--- src/rtl/gbe_tx_sequencer.sv ---
// Counter-pattern frame generator for the 10GbE transmit path (user clock domain).
// Emits frames of pkt_len words at a fixed start-to-start period, deferring starts on almost-full.
module gbe_tx_sequencer #(
    parameter int unsigned LEN_WIDTH    = 16,
    parameter int unsigned PERIOD_WIDTH = 32
) (
    input  logic                    user_clk,
    input  logic                    user_rst,
    input  logic                    enable,
    input  logic [LEN_WIDTH-1:0]    pkt_len,
    input  logic [PERIOD_WIDTH-1:0] period,
    input  logic [31:0]             dest_ip,
    input  logic [15:0]             dest_port,
    input  logic                    tx_afull,
    input  logic                    tx_overflow,
    output logic [63:0]             tx_data,
    output logic                    tx_valid,
    output logic                    tx_end_of_frame,
    output logic [31:0]             tx_dest_ip,
    output logic [15:0]             tx_dest_port,
    output logic [31:0]             tx_count,
    output logic [31:0]             ovf_count,
    output logic                    busy
);

    localparam logic [1:0] ST_IDLE = 2'd0;
    localparam logic [1:0] ST_SEND = 2'd1;
    localparam logic [1:0] ST_GAP  = 2'd2;

    logic [1:0]              r_state;
    logic [LEN_WIDTH-1:0]    r_len;
    logic [PERIOD_WIDTH-1:0] r_timer;
    logic [31:0]             r_word_idx;
    logic [31:0]             r_pkt_num;
    logic [31:0]             r_tx_count;
    logic [31:0]             r_ovf_count;
    logic [63:0]             r_tx_data;
    logic                    r_tx_valid;
    logic                    r_tx_eof;
    logic [31:0]             r_dest_ip;
    logic [15:0]             r_dest_port;
    logic                    r_busy;

    logic [LEN_WIDTH-1:0]    w_len_new;
    logic [PERIOD_WIDTH-1:0] w_len_ext;
    logic [PERIOD_WIDTH-1:0] w_timer_load;
    logic [31:0]             w_last_idx;
    logic [31:0]             w_next_idx;
    logic [31:0]             w_pkt_next;
    logic [31:0]             w_start_pkt;
    logic                    w_last;
    logic                    w_start;
    logic                    w_finish;
    logic [1:0]              w_state_d;

    assign w_len_new    = (pkt_len == '0) ? LEN_WIDTH'(1) : pkt_len;
    assign w_len_ext    = PERIOD_WIDTH'(w_len_new);
    assign w_timer_load = ((period > w_len_ext) ? period : w_len_ext) - PERIOD_WIDTH'(1);
    assign w_last_idx   = 32'(r_len) - 32'd1;
    assign w_next_idx   = r_word_idx + 32'd1;
    assign w_last       = (r_word_idx == w_last_idx);
    assign w_pkt_next   = r_pkt_num + 32'd1;
    // A frame starting on the same edge its predecessor ends carries the bumped packet number.
    assign w_start_pkt  = w_finish ? w_pkt_next : r_pkt_num;

    // The EOF edge evaluates the gap decision directly so period <= len yields no idle cycle.
    always_comb begin
        w_start   = 1'b0;
        w_finish  = 1'b0;
        w_state_d = r_state;
        case (r_state)
            ST_IDLE: begin
                if (enable && !tx_afull) begin
                    w_start = 1'b1;
                end
            end
            ST_SEND: begin
                if (w_last) begin
                    w_finish  = 1'b1;
                    w_state_d = ST_GAP;
                    if (r_timer == '0) begin
                        if (!enable) begin
                            w_state_d = ST_IDLE;
                        end else if (!tx_afull) begin
                            w_start = 1'b1;
                        end
                    end
                end
            end
            ST_GAP: begin
                if (r_timer == '0) begin
                    if (!enable) begin
                        w_state_d = ST_IDLE;
                    end else if (!tx_afull) begin
                        w_start = 1'b1;
                    end
                end
            end
            default: w_state_d = ST_IDLE;
        endcase
        if (w_start) begin
            w_state_d = ST_SEND;
        end
    end

    always_ff @(posedge user_clk) begin
        if (user_rst) begin
            r_state     <= ST_IDLE;
            r_len       <= '0;
            r_timer     <= '0;
            r_word_idx  <= '0;
            r_pkt_num   <= '0;
            r_tx_count  <= '0;
            r_ovf_count <= '0;
            r_tx_data   <= '0;
            r_tx_valid  <= 1'b0;
            r_tx_eof    <= 1'b0;
            r_dest_ip   <= '0;
            r_dest_port <= '0;
            r_busy      <= 1'b0;
        end else begin
            r_state <= w_state_d;
            if (w_finish) begin
                r_pkt_num  <= w_pkt_next;
                r_tx_count <= r_tx_count + 32'd1;
            end
            if (tx_overflow && (r_ovf_count != 32'hFFFF_FFFF)) begin
                r_ovf_count <= r_ovf_count + 32'd1;
            end
            if (w_start) begin
                r_len       <= w_len_new;
                r_dest_ip   <= dest_ip;
                r_dest_port <= dest_port;
                r_timer     <= w_timer_load;
                r_word_idx  <= '0;
                r_tx_valid  <= 1'b1;
                r_tx_data   <= {w_start_pkt, 32'd0};
                r_tx_eof    <= (w_len_new == LEN_WIDTH'(1));
                r_busy      <= 1'b1;
            end else begin
                if (r_timer != '0) begin
                    r_timer <= r_timer - PERIOD_WIDTH'(1);
                end
                if ((r_state == ST_SEND) && !w_last) begin
                    r_word_idx <= w_next_idx;
                    r_tx_valid <= 1'b1;
                    r_tx_data  <= {r_pkt_num, w_next_idx};
                    r_tx_eof   <= (w_next_idx == w_last_idx);
                    r_busy     <= 1'b1;
                end else begin
                    r_tx_valid <= 1'b0;
                    r_tx_data  <= '0;
                    r_tx_eof   <= 1'b0;
                    r_busy     <= 1'b0;
                end
            end
        end
    end

    assign tx_data         = r_tx_data;
    assign tx_valid        = r_tx_valid;
    assign tx_end_of_frame = r_tx_eof;
    assign tx_dest_ip      = r_dest_ip;
    assign tx_dest_port    = r_dest_port;
    assign tx_count        = r_tx_count;
    assign ovf_count       = r_ovf_count;
    assign busy            = r_busy;

endmodule
--- config.mk ---
export PLATFORM = sky130hd
export DESIGN_NAME = gbe_tx_sequencer
export DESIGN_NICKNAME = d
export VERILOG_FILES = /design/src/rtl/gbe_tx_sequencer.sv
export SDC_FILE = /design/constraint.sdc
export NUM_CORES = 1
export LEC_CHECK = 0
export ABC_AREA = 1
export CORE_MARGIN = 2
export CORE_UTILIZATION = 53
export DETAILED_ROUTE_END_ITERATION = 8
export GPL_TIMING_DRIVEN = 0
export PLACE_DENSITY = 0.81
export SYNTH_ARGS = -nofsm -noshare
export SYNTH_HDL_FRONTEND = slang
export SYNTH_SLANG_ARGS = --single-unit
--- constraint.sdc ---
create_clock -name user_clk -period 5.61 [get_ports user_clk]
set_input_delay 1.4025 -clock user_clk [delete_from_list [all_inputs] [get_ports user_clk]]
set_output_delay 1.4025 -clock user_clk [all_outputs]
set_load 0.01 [all_outputs]
# Yosys cells after proc, flatten, opt, wreduce, memory -nomap -nowiden
# Index checks and enable logic that the tools add are counted.
# word_totals
register_bits,292
latch_bits,0
ram_bits,0
romBits,0
in_bits,101
out_inout_bits,179
n_memories,0
# classes
n_addsub,7
mul,0
div_mod_pow,0
magnitude_cmp,1
eq_ne,13
shifts,0
muxes,26
bitwise_logic,2
reduce_logical,14
# ops
op,n
$add A32 B1 Y32 const B,4
$mux W32,4
$mux W64,2
$eq A32 B32 Y1,2
$sub A32 B1 Y32 const B,2
$gt A32 B16 Y1,1
$logic_not A32 Y1,1
$ne A32 B32 Y1 const B,1
$reduce_bool A32 Y1,1
$sub A16 B1 Y17 const B,1
$eq A16 B1 Y1 const B,1
$logic_not A16 Y1,1
$mux W16,1
$mux W1,12
$mux W2,5
$ne A3 B3 Y1 const B,3
$ne A2 B2 Y1 const B,4
$reduce_and A4 Y1,2
$pmux W2 S3,1
$logic_and A1 B1 Y1,3
$pmux W1 S3,1
$reduce_or A3 Y1,1
$eq A2 B1 Y1 const B,1
$eq A2 B2 Y1 const B,1
other kinds (5),7

# Longest topological paths before layout
# Gate-level depths: netlist of run 1.
# depth
word_depth,7
mapped_depth,30

# Least setup slack after synthesis of run 1
# OpenSTA, ideal clock, no wires.
# synth_path
path_kind,input to register
startpoint,in pkt_len[14]
endpoint,reg r_timer[22]
setup_ps,128
arrival_ps,4566
path_slack_ps,917
cell_stages,30
path_cell_list,inv_1 > nand4_1 > nor4_1 > a41oi_1 > inv_1 > ha_1 > inv_1 > a21oi_1 > o21ai_0 > nand4_1 > o211ai_1 > nand2_1 > nand3_1 > nand2_1 > clkbuf_1 > nand2_1 > o21ai_0 > nand2_1 > o21a_1 > inv_1 > ha_1 > nand2_2 > nor2_8 > inv_1 > nor2_1 > nand3_1 > nand2_1 > nand2_1 > nand2_1 > nor2_1
# synth_via
elab_chain_len,6
# synth_lines
element,line_no,source
"start, declared",10,"input logic [LEN_WIDTH-1:0] pkt_len,"
$logic_not A16 Y1 (*),56,assign w_len_new = (pkt_len == '0) ? LEN_WIDTH'(1) : pkt_len;
$mux W16 (*),56,
via w_len_new[0],44,logic [LEN_WIDTH-1:0] w_len_new;
$gt A32 B16 Y1,58,assign w_timer_load = ((period > w_len_ext) ? period : w_len_ext) - PERIOD_WIDTH'(1);
$mux W32 (*),58,
$sub A32 B1 Y32 (*),58,
$mux W32 (*),130,if (w_start) begin
"end signal, assigned",134,r_timer <= w_timer_load;
"end signal, assigned",142,r_timer <= r_timer - PERIOD_WIDTH'(1);
"end, declared",32,logic [PERIOD_WIDTH-1:0] r_timer;
# Mark *: on every way through the listed nets, which the timed path passes. The rest lies on a longest branch.
# A chain may end at the register's enable or synchronous reset.

# Worst setup path after layout of run 1
# layout_path
startpoint,in pkt_len[11]
endpoint,reg r_timer[22]
# The elaborated chain is that of the path after synthesis.

==> results.py, run 1 <==
metrics = {
    "worst_setup_path": {
        "startpoint_type": "input port",
        "cp_top_family": "simple AND/OR/NAND/NOR gates",
        "crit_start": "pkt_len[11]",
        "path_buf_inv": 7,
        "arrival_ps": 5740,
        "cp.required_ps": 6000,
        "critPathMaxFanout": 10,
        "endpoint_kind": "register",
        "criticalPathCategory": "input port to register",
        "slowest_delay_ps": 420,
        "slowest_stage": "clkdlybuf4s50_1",
        "reg2reg_from": "r_len[1]$_SDFFE_PP0N_",
        "cp_common_cell": "nand2_1",
    },
    "job": {
        "drv_cap": 0,
    },
    "pwr": {
        "ir_worst_vdd_uv": 183,
        "power.share.sequential": 0.418,
        "combPwrFrac": 0.158,
        "switchingPower_uw": 1430,
        "p_int_uw": 3740,
        "swShare": 0.276,
        "power_frac_clock": 0.424,
        "pwr_density_cell_mw_per_mm2": 261,
        "leakagePower_uw": 0.00765,
    },
    "global_routing": {
        "grt.overflow.total": 0,
        "grt_pass1_wl_um": 78100,
        "grt_max_degree": 13,
        "grt.total_usage": 0.315,
        "antenna_found_initial": 1,
        "grt_pass1_vias": 15767,
    },
    "min_path": {
        "worstHoldPathType": "register to register",
        "hp-start": "tx_dest_ip[1]$_SDFFE_PP0N_",
    },
    "placement": {
        "dp_hpwl_um": 38100,
        "gp_congestion": 0.962,
        "pre_cts_ws_ps": -524,
        "dp_cells": 2903,
        "postPlaceCellArea_sq_mm": 0.0187,
        "io_buffer_count": 278,
    },
    "die": {
        "die-area_sq_mm": 0.0304,
        "pin_count": 280,
        "die_h_um": 174,
        "core_sq_mm": 0.0286,
        "rows": 62,
        "die_x_um": 174,
        "initial_utilization": 0.538,
    },
    "timing": {
        "setup_viol": 0,
        "fmax_ghz": 0.187,
        "final_max_slew_viol_count": 0,
        "tightest_slew_ps": 909,
        "slew_headroom": 0.392,
        "final.min_clock_period_ps": 5350,
        "finalHoldViolCount": 0,
        "finalClockSkew_ps": 14.3,
        "setup_ws_ps": 264,
        "period_share": 0.953,
    },
    "routing": {
        "first_pass_iters": 6,
        "wirelength_um": 48600,
        "drc": 0,
        "wire_per_inst_um": 16.4,
        "drt_iter0_markers": 1337,
        "ant_nets": 0,
        "via_per_inst": 5.47,
        "vias": 16183,
    },
    "synthesis": {
        "syn_area_sq_mm": 0.0154,
        "synth-seq-cells": 292,
        "yosysWarningCount": 0,
        "synthTopCellsByCount": "nand2_1 (613), dfxtp_1 (292), inv_1 (233), nor2_1 (217), nand3_1 (149)",
        "async_flop_share": 0,
        "syn_avg_cell_area_sq_um": 6.87,
        "synthFlopType": "dfxtp_1",
        "synth.top_cells.by_area": "dfxtp_1 (38%), nand2_1 (15%), xor2_1 (5.8%)",
        "synth_fp_nets": 2364,
        "synth-edff-count": 0,
        "post-synth-top-count-cell": "nand2_1",
        "synth_area_leader_cell": "dfxtp_1",
        "synth-seq-area-share": 0.380,
        "syn_inst": 2241,
        "synth_cell_types": 48,
        "synth_top_area_share": 0.380,
    },
    "clocking": {
        "root_buffer": "clkbuf_16",
        "clk_latency_ps": 520,
        "clock-sinks": 292,
        "tritoncts": "yes",
        "clockBufferDepth": 3,
        "path_clk_slew_ps": 60,
        "cts-buffers-inserted": 35,
        "cts.htree.levels": 2,
    },
    "cells_and_area": {
        "finalNonFillerCells": 2961,
        "final_area_sq_mm": 0.0198,
        "post-route-util": 0.691,
        "drive_above_1_share": 0.0559,
        "nets": 2679,
        "syn2layout_area_growth_pct": 28.5,
        "final.fill_count": 2423,
    },
    "status": {
        "outcome": "completed",
    },
}
## worst paths after layout
| check | to | slack, ps | cells past startpoint |
|---|---|---|---|
| hold reg to reg | tx_dest_ip[1]$_SDFFE_PP0N_ | 450 | 2 |
| hold / removal | tx_dest_ip[1]$_SDFFE_PP0N_ | 450 | 2 |
| setup reg to reg | r_word_idx[2]$_SDFFE_PP0P_ | 1410 | 19 |
| setup / recovery | r_timer[22]$_SDFFE_PP0P_ | 260 | 31 |
## final cells by class
| type | count | area (sq um) | area share |
|---|---|---|---|
| multi-input combinational | 1637 | 8350 | 0.422 |
| sequential | 292 | 5850 | 0.295 |
| timing repair buffer | 278 | 2780 | 0.141 |
| clock buffer | 44 | 961 | 0.0486 |
| inverter | 241 | 905 | 0.0457 |
| tap | 384 | 480 | 0.0243 |
| buffer | 71 | 319 | 0.0161 |
| clock inverter | 13 | 136 | 0.00689 |
| antenna | 1 | 2.50 | 0.000126 |
## through the flow
step	hold slack (ps)	power, uW	setup TNS [ps]
after floorplan	456	2720	0
after global placement	428	2980	-4350
after detailed placement	434	3000	-6010
after CTS	446	5180	0
after global routing	469	5360	-40.1
final	446	5170	0
## metal layers
| layer | up-vias | part of all wire | track usage |
|---|---|---|---|
| met5 | - | 0 | 0 |
| met4 | 0 | 0.051 | 0.150 |
| met3 | 167 | 0.066 | 0.0562 |
| met2 | 640 | 0.47 | 0.546 |
| met1 | 7432 | 0.41 | 0.376 |
| li1 | 7944 | - | - |
## tightest hold or removal path: stages (launching register included)
cell     delay [ps]
dfxtp_1         310
nand2_1          60
nand2_1          40
## repair_timing
action                     4_1_cts  5_1_grt
setup endpoints to repair        1       22
resized for setup                1        8
hold buffers                     0        0
buffers inserted                 0        0
hold endpoints to repair         0        0
pin swaps                        0        0
## power groups by stage
| stage | logic [uW] | registers, uW | clock network, uW |
|---|---|---|---|
| 6_report | 815 | 2160 | 2190 |
| 5_1_grt | 897 | 2160 | 2300 |
| 4_1_cts | 803 | 2160 | 2210 |
| 3_5_place_dp | 798 | 2200 | 0 |
| 3_3_place_gp | 783 | 2200 | 0 |
| 2_1_floorplan | 519 | 2210 | 0 |
## kinds of logic (layout without fill, tap and decap cells)
logic type | after synthesis | after routing | synth area share
simple gates | 1240 | 1240 | 0.365
flops | 292 | 292 | 0.380
xor+xnor | 113 | 113 | 0.0648
compound gates | 262 | 262 | 0.0933
other cells | 0 | 1 | 0
buf+inv | 312 | 647 | 0.0792
fa+ha+maj | 22 | 22 | 0.0179
## state kept, by name, summed over array words and instances, names as in the netlist
name             flops
tx_data             64
ovf_count           32
r_pkt_num           32
r_timer             32
r_word_idx          32
tx_count            32
tx_dest_ip          32
r_len               16
tx_dest_port        16
r_state              2
busy                 1
tx_end_of_frame      1
## layout by cell type (no fill, tap or decap), types with 26 or more instances in the layout
master | Yosys | routed
nand3_1 | 149 | 148
clkbuf_1 | 48 | 52
dfxtp_1 | 292 | 292
clkbuf_16 | 0 | 36
nor3_1 | 76 | 76
o21ai_0 | 83 | 83
clkdlybuf4s50_1 | 0 | 278
nand2_1 | 613 | 612
nor2_1 | 217 | 217
nor4_1 | 52 | 51
inv_1 | 233 | 231
nand4_1 | 39 | 39
xor2_1 | 102 | 102
o22ai_1 | 44 | 44
nand2_2 | 25 | 26
a21oi_1 | 100 | 100
Note: power is estimated with default switching activity, not from simulation.
==> run 2, diff against run 1 <==
--- a/config.mk
+++ b/config.mk
@@ -9,6 +9,7 @@
 export CORE_MARGIN = 2
 export CORE_UTILIZATION = 53
 export DETAILED_ROUTE_END_ITERATION = 8
+export GPL_ROUTABILITY_DRIVEN = 0
 export GPL_TIMING_DRIVEN = 0
 export PLACE_DENSITY = 0.81
 export SYNTH_ARGS = -nofsm -noshare
==> results.py, run 2 (synthesis gave the netlist of run 1 again) <==
metrics = {
    "status": {
        "outcome": "completed",
    },
    "worst_setup_path": {
        "crit_cells": 31,
        "arrival_ps": 5670,
        "cp_common_cell": "nand2_1",
        "startpoint_type": "input port",
        "rr_worst_depth": 19,
        "critPathMaxFanout": 10,
        "criticalPathCategory": "input port to register",
        "cp_top_family": "simple AND/OR/NAND/NOR gates",
        "endpoint_kind": "register",
        "cp.required_ps": 6020,
        "slowest_delay_ps": 390,
        "slowest_stage": "clkdlybuf4s50_1",
        "path_buf_inv": 7,
    },
    "routing": {
        "vias": 16313,
        "ant_nets": 0,
        "via_per_inst": 5.50,
        "first_pass_iters": 8,
        "wirelength_um": 47100,
        "wire_per_inst_um": 15.9,
        "drc": 0,
        "drt_iter0_markers": 1275,
    },
    "die": {
        "core_sq_mm": 0.0286,
        "rows": 62,
        "die_h_um": 174,
        "die_x_um": 174,
        "die-area_sq_mm": 0.0304,
        "initial_utilization": 0.538,
        "pin_count": 280,
    },
    "cells_and_area": {
        "post-route-util": 0.690,
        "final.fill_count": 2389,
        "finalNonFillerCells": 2964,
        "nets": 2677,
        "drive_above_1_share": 0.0566,
        "syn2layout_area_growth_pct": 28.3,
        "final_common_cell": "nand2_1",
        "largest_reg_flops": 64,
        "most-common-layout-cells": "nand2_1 (612), dfxtp_1 (292), clkdlybuf4s50_1 (278)",
    },
    "clocking": {
        "cts.hold.buffers_added": 0,
        "cts-buffers-inserted": 31,
        "tritoncts": "yes",
        "root_buffer": "clkbuf_16",
        "path_clk_slew_ps": 60,
        "clk_latency_ps": 550,
        "clockBufferDepth": 3,
        "cts.htree.levels": 1,
        "clock-sinks": 292,
    },
    "global_routing": {
        "grt.total_usage": 0.304,
        "met3_usage": 0.0580,
        "grt_pass1_wl_um": 76600,
        "grtUsageMet2": 0.525,
        "grt_pass1_vias": 15925,
        "grt_use_met1": 0.354,
        "grt.overflow.total": 0,
        "grt_max_degree": 15,
        "grt-busiest-layer": "met2",
        "antenna_found_initial": 2,
    },
    "pwr": {
        "leakagePower_uw": 0.00764,
        "pwr_density_cell_mw_per_mm2": 256,
        "ir_worst_vdd_uv": 221,
    },
    "timing": {
        "finalHoldViolCount": 0,
        "fmax_ghz": 0.190,
        "finalClockSkew_ps": 9.04,
        "final.min_clock_period_ps": 5250,
        "period_share": 0.937,
        "setup_viol": 0,
        "final_max_slew_viol_count": 0,
        "slew_headroom": 0.454,
        "tightest_slew_ps": 815,
        "fin_hold_ws_ps": 444,
    },
    "min_path": {
        "holdPathStages": 2,
        "worstHoldPathType": "register to register",
    },
    "placement": {
        "dp_hpwl_um": 36700,
        "dp_cells": 2903,
        "io_buffer_count": 278,
    },
    "job": {
        "drv_cap": 0,
    },
}
==> run 2: cell count changes in the layout (fill, tap and decap cells not counted), sizes merged <==
cell	delta
bufinv	+2
clkinvlp	+1
buf	+2
clkinv	+3
clkbuf	-6
diode	+1
==> run 2: path summary, 6_finish.rpt <==
check | from | to | slack (ps)
max | pkt_len[14] | r_timer[22]$_SDFFE_PP0P_ | 360
min | tx_dest_ip[11]$_SDFFE_PP0N_ | tx_dest_ip[11]$_SDFFE_PP0N_ | 440
max reg2reg | r_len[1]$_SDFFE_PP0N_ | r_word_idx[24]$_SDFFE_PP0P_ | 1580
min reg2reg | tx_dest_ip[11]$_SDFFE_PP0N_ | tx_dest_ip[11]$_SDFFE_PP0N_ | 440
==> run 2: what timing repair did <==
item	4_1_cts	5_1_grt
buffers inserted	0	2
resized for setup	0	7
endpoints found under the setup margin	0	17
==> run 2: report_power, final <==
part           total [uW]  internal (uW)  switching [uW]  leakage [uW]
Clock                2090           1240             850      0.000517
Combinational         810            306             504       0.00476
Sequential           2160           2130            33.7       0.00236
Total                5060           3670            1390       0.00764
==> run 2: worst register-to-register path, cell delays in order, from the launching register on <==
cell	delay [ps]
dfxtp_1	300
inv_1	120
ha_1	350
nand2_4	130
nor2_8	190
nand3_4	180
nor2_1	210
nor2_1	60
nand2_1	100
nor2_4	50
nand4_4	120
nand2_4	80
nand2_4	140
nand2_4	100
buf_8	180
buf_4	180
nor2_1	630
nand2_1	320
clkbuf_1	330
o22ai_1	190
==> run 2: per-stage QoR <==
| stage | setup WS (ps) | setup TNS [ps] | area, sq um | total power, uW |
|---|---|---|---|---|
| after floorplan | 917 | 0 | 15400 | 2720 |
| after global placement | -341 | -2790 | 18700 | 2980 |
| after detailed placement | -424 | -4670 | 18700 | 3000 |
| after CTS | 89.4 | 0 | 19700 | 5070 |
| after global routing | -9.86 | -9.86 | 19700 | 5270 |
| final | 356 | 0 | 19700 | 5060 |
==> run 2: per-layer routing <==
layer,share of wire,wire [um]
met1,0.40,18800
met2,0.47,22200
met3,0.073,3430
met4,0.058,2720
met5,0,0
==> run 2: final cells by class <==
| class | instances | area (sq um) | area share |
|---|---|---|---|
| plain buffers | 71 | 317 | 0.0160 |
| flip-flops and latches | 292 | 5850 | 0.296 |
| clock buffers | 38 | 832 | 0.0421 |
| clock inverters | 19 | 211 | 0.0107 |
| diodes | 2 | 5.00 | 0.000253 |
| repair buffers | 280 | 2800 | 0.142 |
| well taps | 384 | 480 | 0.0243 |
| multi-input cells | 1637 | 8350 | 0.423 |
| inverters | 241 | 905 | 0.0458 |
